`src/rtl/mem_arbiter.sv`:
```
//------------------------------------------------------------------------------
// Module      : mem_arbiter
// Description : Round-robin arbiter/sequencer sharing one cached-memory port
//               between instruction fetch and load/store, with watchdog abort.
// Revision    : 1.0 - initial release
//------------------------------------------------------------------------------
`default_nettype none

module mem_arbiter #(
    parameter int ramWidth     = 8,
    parameter int addrSize     = 8,
    parameter int timeoutWidth = 8
) (
    input  logic                clk,
    input  logic                clrN,

    input  logic                fetchReq,
    input  logic [addrSize-1:0] fetchAddr,
    output logic                fetchAck,
    output logic [ramWidth-1:0] fetchData,

    input  logic                dataReq,
    input  logic                dataWe,
    input  logic                dataIndirect,
    input  logic [addrSize-1:0] dataAddr,
    input  logic [ramWidth-1:0] dataWData,
    output logic                dataAck,
    output logic [ramWidth-1:0] dataRData,

    output logic [1:0]          memCntrl,
    output logic [addrSize-1:0] memAddr,
    output logic [ramWidth-1:0] memDataIn,
    output logic                memIsIndirect,
    input  logic [ramWidth-1:0] memDataOut,
    input  logic                memDataReady,

    output logic                busy,
    output logic                timeoutErr
);

    typedef enum logic [1:0] {
        S_IDLE    = 2'd0,
        S_WAIT    = 2'd1,
        S_RELEASE = 2'd2
    } state_t;

    localparam logic [1:0] c_CMD_IDLE  = 2'b00;
    localparam logic [1:0] c_CMD_READ  = 2'b01;
    localparam logic [1:0] c_CMD_WRITE = 2'b10;

    // The current WAIT cycle is included in the count, so the abort fires at
    // the end of WAIT cycle number 2^timeoutWidth-1.
    localparam logic [timeoutWidth-1:0] c_WD_ONES = '1;
    localparam logic [timeoutWidth-1:0] c_WD_LAST = c_WD_ONES - timeoutWidth'(1);

    state_t                  r_state;
    state_t                  w_nextState;
    logic                    r_lastGrantData;
    logic [timeoutWidth-1:0] r_wdCount;

    logic w_anyReq;
    logic w_pickData;
    logic w_grant;
    logic w_done;
    logic w_abort;

    assign w_anyReq   = fetchReq | dataReq;
    // Data wins only when fetch is absent or fetch was the last one served.
    assign w_pickData = dataReq & (~fetchReq | ~r_lastGrantData);
    assign w_grant    = (r_state == S_IDLE) & w_anyReq;
    assign w_done     = (r_state == S_WAIT) & memDataReady;
    assign w_abort    = (r_state == S_WAIT) & ~memDataReady & (r_wdCount == c_WD_LAST);

    always_ff @(posedge clk or negedge clrN) begin
        if (!clrN) begin
            r_state <= S_IDLE;
        end else begin
            r_state <= w_nextState;
        end
    end

    always_comb begin
        w_nextState = r_state;
        case (r_state)
            S_IDLE:    if (w_anyReq) w_nextState = S_WAIT;
            S_WAIT:    if (w_done || w_abort) w_nextState = S_RELEASE;
            S_RELEASE: w_nextState = S_IDLE;
            default:   w_nextState = S_IDLE;
        endcase
    end

    always_ff @(posedge clk or negedge clrN) begin
        if (!clrN) begin
            r_lastGrantData <= 1'b1;
            r_wdCount       <= '0;
            memCntrl        <= c_CMD_IDLE;
            memAddr         <= '0;
            memDataIn       <= '0;
            memIsIndirect   <= 1'b0;
            fetchAck        <= 1'b0;
            dataAck         <= 1'b0;
            fetchData       <= '0;
            dataRData       <= '0;
            busy            <= 1'b0;
            timeoutErr      <= 1'b0;
        end else begin
            fetchAck <= 1'b0;
            dataAck  <= 1'b0;
            busy     <= (w_nextState != S_IDLE);

            if (w_grant) begin
                r_lastGrantData <= w_pickData;
                r_wdCount       <= '0;
                memAddr         <= w_pickData ? dataAddr : fetchAddr;
                memDataIn       <= w_pickData ? dataWData : '0;
                memIsIndirect   <= w_pickData & dataIndirect;
                memCntrl        <= (w_pickData && dataWe) ? c_CMD_WRITE : c_CMD_READ;
            end

            if (r_state == S_WAIT) begin
                r_wdCount <= r_wdCount + timeoutWidth'(1);
                if (w_done || w_abort) begin
                    memCntrl <= c_CMD_IDLE;
                    fetchAck <= ~r_lastGrantData;
                    dataAck  <= r_lastGrantData;
                end
                if (w_abort) begin
                    timeoutErr <= 1'b1;
                end
                // Only completed reads refresh the granted port's read data.
                if (w_done && (memCntrl == c_CMD_READ)) begin
                    if (r_lastGrantData) begin
                        dataRData <= memDataOut;
                    end else begin
                        fetchData <= memDataOut;
                    end
                end
            end
        end
    end

endmodule

`default_nettype wire

```
`config.mk`:
```
export PLATFORM = sky130hd
export DESIGN_NAME = mem_arbiter
export DESIGN_NICKNAME = d
export VERILOG_FILES = /design/src/rtl/mem_arbiter.sv
export SDC_FILE = /design/constraint.sdc
export NUM_CORES = 1
export LEC_CHECK = 0
export CORE_MARGIN = 5
export CORE_UTILIZATION = 49
export CTS_BUF_LIST = sky130_fd_sc_hd__clkbuf_8
export CTS_CLUSTER_SIZE = 28
export DETAILED_ROUTE_END_ITERATION = 8
export GPL_TIMING_DRIVEN = 0
export PLACE_DENSITY = 0.84
export REMOVE_ABC_BUFFERS = 1
export SLEW_MARGIN = 20
export SYNTH_ARGS = -nofsm -noshare
export SYNTH_HDL_FRONTEND = slang
export SYNTH_SLANG_ARGS = --single-unit
```
`constraint.sdc`:
```
create_clock -name clk -period 4.2 [get_ports clk]
set_clock_uncertainty 0.1 [all_clocks]
set_input_delay 0.84 -clock clk [delete_from_list [all_inputs] [get_ports clk]]
set_output_delay 0.84 -clock clk [all_outputs]
set_load 0.05 [all_outputs]
```
==> impl_summary.txt <==
----------------------------------------------------
[Worst setup path]
  Slowest-stage cell, CP ... a21boi_2
  Cell chain of the critical path ... clkdlybuf4s50_1, a21boi_2, nor3b_4, a22o_1
  Crit start category ... input port
  Cell family contributing the most delay on the critical path ... compound AO/OA/AOI/OAI gates
  Data arrival time of the critical path ... ~2.7 ns
  Maximum single-stage delay on the critical path ... about 0.6 ns
  Biggest fanout along the worst timing path ... 10
  Critical path depth ... 4
  Crit. End Element ... flop
  Crit Path Category ... in -> reg
  Worst Path Required ... 4.35 ns
  Number of buffer and inverter instances along the worst setup path ... 1
  Number of cells on the worst reg-to-reg path ... 3

[Logic synthesis]
  Netlist Area Pre-Place ... between 2000 and 2500 um^2
  Most common cell in the synthesized netlist ... dfrtp_1
  Dominant register cell in the synthesized netlist ... dfrtp_1
  Number of enable flip-flop cells after synthesis ... 0
  Post-Syn Instances ... ~160
  Dominant cell type by area after synthesis ... dfrtp_1
  Unique cell type count in the Yosys netlist ... 38
  Syn. warnings ... 0
  Register bit count reported by yosys ... 50
  Async set-or-reset flop fraction in the synthesized netlist ... 100%
  Register area share after synthesis ... between 50% and 60%
  Mean Syn Cell Area ... 12.9 um^2
  Proportion of netlist area held by the largest area contributor ... 58.1%
  Synth top area cells ... dfrtp_1 (58%), mux2_2 (8.5%), o21ai_0 (5.9%)
  Top cell types by occurrence after synthesis ... dfrtp_1 (49), o21ai_0 (25), mux2_2 (16)

[Routing]
  Routed length per instance ... 16.6 um
  Average via count per standard cell ... 5.49
  Antenna Violating Nets Remaining ... 0
  Final WL ... 4850 um
  Number of design-rule violations left by the first detailed-router iteration ... 74
  Post-route DRC violation count ... 0
  Total via count in the routed design ... 1608
  1st-pass router iterations ... 4

[Layout]
  Fraction of layout cells with a size suffix above 1 ... approximately 14%
  Layout net count ... 283
  Final design area excluding fillers ... 3040 um^2
  Non-filler cells, final ... roughly 300
  Post-Route Utilization ... 74.4%
  # diodes ... 0
  Filler cell count in the final layout ... 295
  Multi-input logic area ... 818 um^2
  Area taken by flip-flops and latches ... 1250 um^2
  Layout overhead on the synthesized area ... 43.9%

[Power]
  Share of total power in the clock network ... 13.4%
  Fraction of power consumed by sequential logic ... about a third
  Pwr/cell area ... 850 nW/um^2
  Switching component of the power ... 1.22 mW
  Total Power Consumption ... about 2.6 mW
  Relative contribution of combinational cells to total power ... between 50% and 60%
  Internal power contribution ... roughly 1.4 mW
  Worst ir drop on vdd ... 0.528 mV
  Standby leakage power ... around 1.3 nW
  Switching share of power ... 47.1%

[Die]
  Effective utilization at floorplan ... 51.7%
  Die width ... 75.7 um
  Std-Cell Rows ... 23
  Die extent in y ... 75.7 um
  Area of the die ... 5720 um^2
  Placeable core region ... 4090 um^2
  Count of boundary I/O pins ... 78

[Placement]
  Number of port buffers ... 77
  HPWL after detailed placement ... around 3600 um
  Placer's final routability congestion estimate ... 0.774
  Post-Place Setup Slack ... slightly above 0.9 ns
  Instance area after placement ... 2920 um^2
  Number of cells in the design after placement ... ~290

[STA]
  Least-Margin Pin Slew ... 0.956 ns
  Worst rel slew slack ... a little over a third
  RSZ-0062 raised after global routing ... false
  Final period util ... 60.7%
  Post-Route Hold Slack ... 0.359 ns
  Setup-failing EPs final ... 0
  Number of slew-limit violations in the final report ... 0
  Max Fclk ... 392 MHz
  Number of failing hold endpoints at the final stage ... 0
  Worst path setup slack after routing ... 1.65 ns
  Min Tclk post-route ... 2.55 ns
  Sum of negative setup slack ... 0 ns

[Clocking]
  Clock buffers created by TritonCTS ... 5
  Post-cts sizing count ... 0
  Post-CTS Setup Inserts ... 0
  Max clock buf depth ... 2
  CTS root buffer ... clkbuf_8
  Clock edge transition at the registers on the reported setup and hold paths ... roughly 0.1 ns
  Number of clock sinks seen by CTS ... 50
  Clock tree from TritonCTS ... built
  Clock latency at the later pin of the worst-skew pair ... 0.31 ns
  CTS hold repair buffers ... 0
  H-tree Lvls ... 2

[Run]
  Max-Cap Viols ... 0

[Global route]
  Global-route wire length before repair ... slightly below 8000 um
  Via count of the first global-routing pass ... 1652
  Overall fraction of global-route tracks in use ... 18.2%
  Overall overflow remaining after global route ... 0
  Maximum number of pins on one net before global-route repair ... 33
  Antenna violations before repair ... 0

[Worst hold path]
  HP Class ... in -> async

[Run status]
  Run status ... complete, no violations

----------------------------------------------------
cell families after synthesis:
family	Yosys count	synth area share [%]
fa+ha+maj	2	1.18
mux	25	12.8
simple gates	30	9.01
flops	50	59.3
xor+xnor	1	0.415
compound gates	48	15.0
buf+inv	8	2.31
routing by layer:
metal | routed length [um] | track usage (%) | up-vias
met5 | 0 | 0 | -
met4 | 106 | 10.1 | 0
met3 | 461 | 6.07 | 10
met2 | 2340 | 28.1 | 66
met1 | 1940 | 22.5 | 767
li1 | - | - | 765
layout make-up:
class / count / area share [%]
multi-input combinational: 106 / 26.9
timing repair buffer: 78 / 25.9
tap: 50 / 2.06
clock buffer: 5 / 2.26
clock inverter: 3 / 1.56
inverter: 1 / 0.124
sequential: 50 / 41.2
cell usage in the layout, fill, tap and decap left out, drive strengths merged, types with 3 or more instances in the layout:
cell type      count
clkbuf             5
o21ai             26
clkdlybuf4s50     76
nor2               7
nand3              6
dfrtp             49
nand4              3
mux2i              9
nor3               3
a21o               3
inv                3
mux2              16
a22o               9
worst register-to-register path, cell delays in order, from the launching register on:
cell      delay, ns
dfstp_2        0.42
a21boi_2       0.56
nor3b_4        0.52
a22o_1         0.21
power groups by stage:
stage	registers (mW)	logic (mW)	clock network, mW
6_report	0.818	1.42	0.346
5_1_grt	0.842	1.49	0.374
4_1_cts	0.814	1.43	0.354
3_5_place_dp	0.822	1.43	0
3_3_place_gp	0.813	1.41	0
2_1_floorplan	1.43	0.304	0
worst paths after layout:
check / endpoint / slack [ns] / start
worst min-delay path: memAddr[0]$_DFFE_PN0P_ / 0.36 / clrN
worst max-delay path: memDataIn[6]$_DFFE_PN0P_ / 1.65 / dataReq
worst max register to register: memDataIn[6]$_DFFE_PN0P_ / 2.34 / r_lastGrantData$_DFFE_PN1P_
max in group asynchronous: r_lastGrantData$_DFFE_PN1P_ / 3.05 / clrN
worst min register to register: timeoutErr$_DFFE_PN0P_ / 0.37 / timeoutErr$_DFFE_PN0P_
min in group clk: timeoutErr$_DFFE_PN0P_ / 0.37 / timeoutErr$_DFFE_PN0P_
state kept, by name, summed over array words and instances, names as in the netlist:
| name | cells |
|---|---|
| dataRData | 8 |
| fetchAck | 1 |
| busy | 1 |
| timeoutErr | 1 |
| r_wdCount | 8 |
| memIsIndirect | 1 |
| memAddr | 8 |
| r_state | 2 |
| fetchData | 8 |
| r_lastGrantData | 1 |
| dataAck | 1 |
| memDataIn | 8 |
| memCntrl | 2 |
No activity file was read; power rests on OpenSTA's default activity.
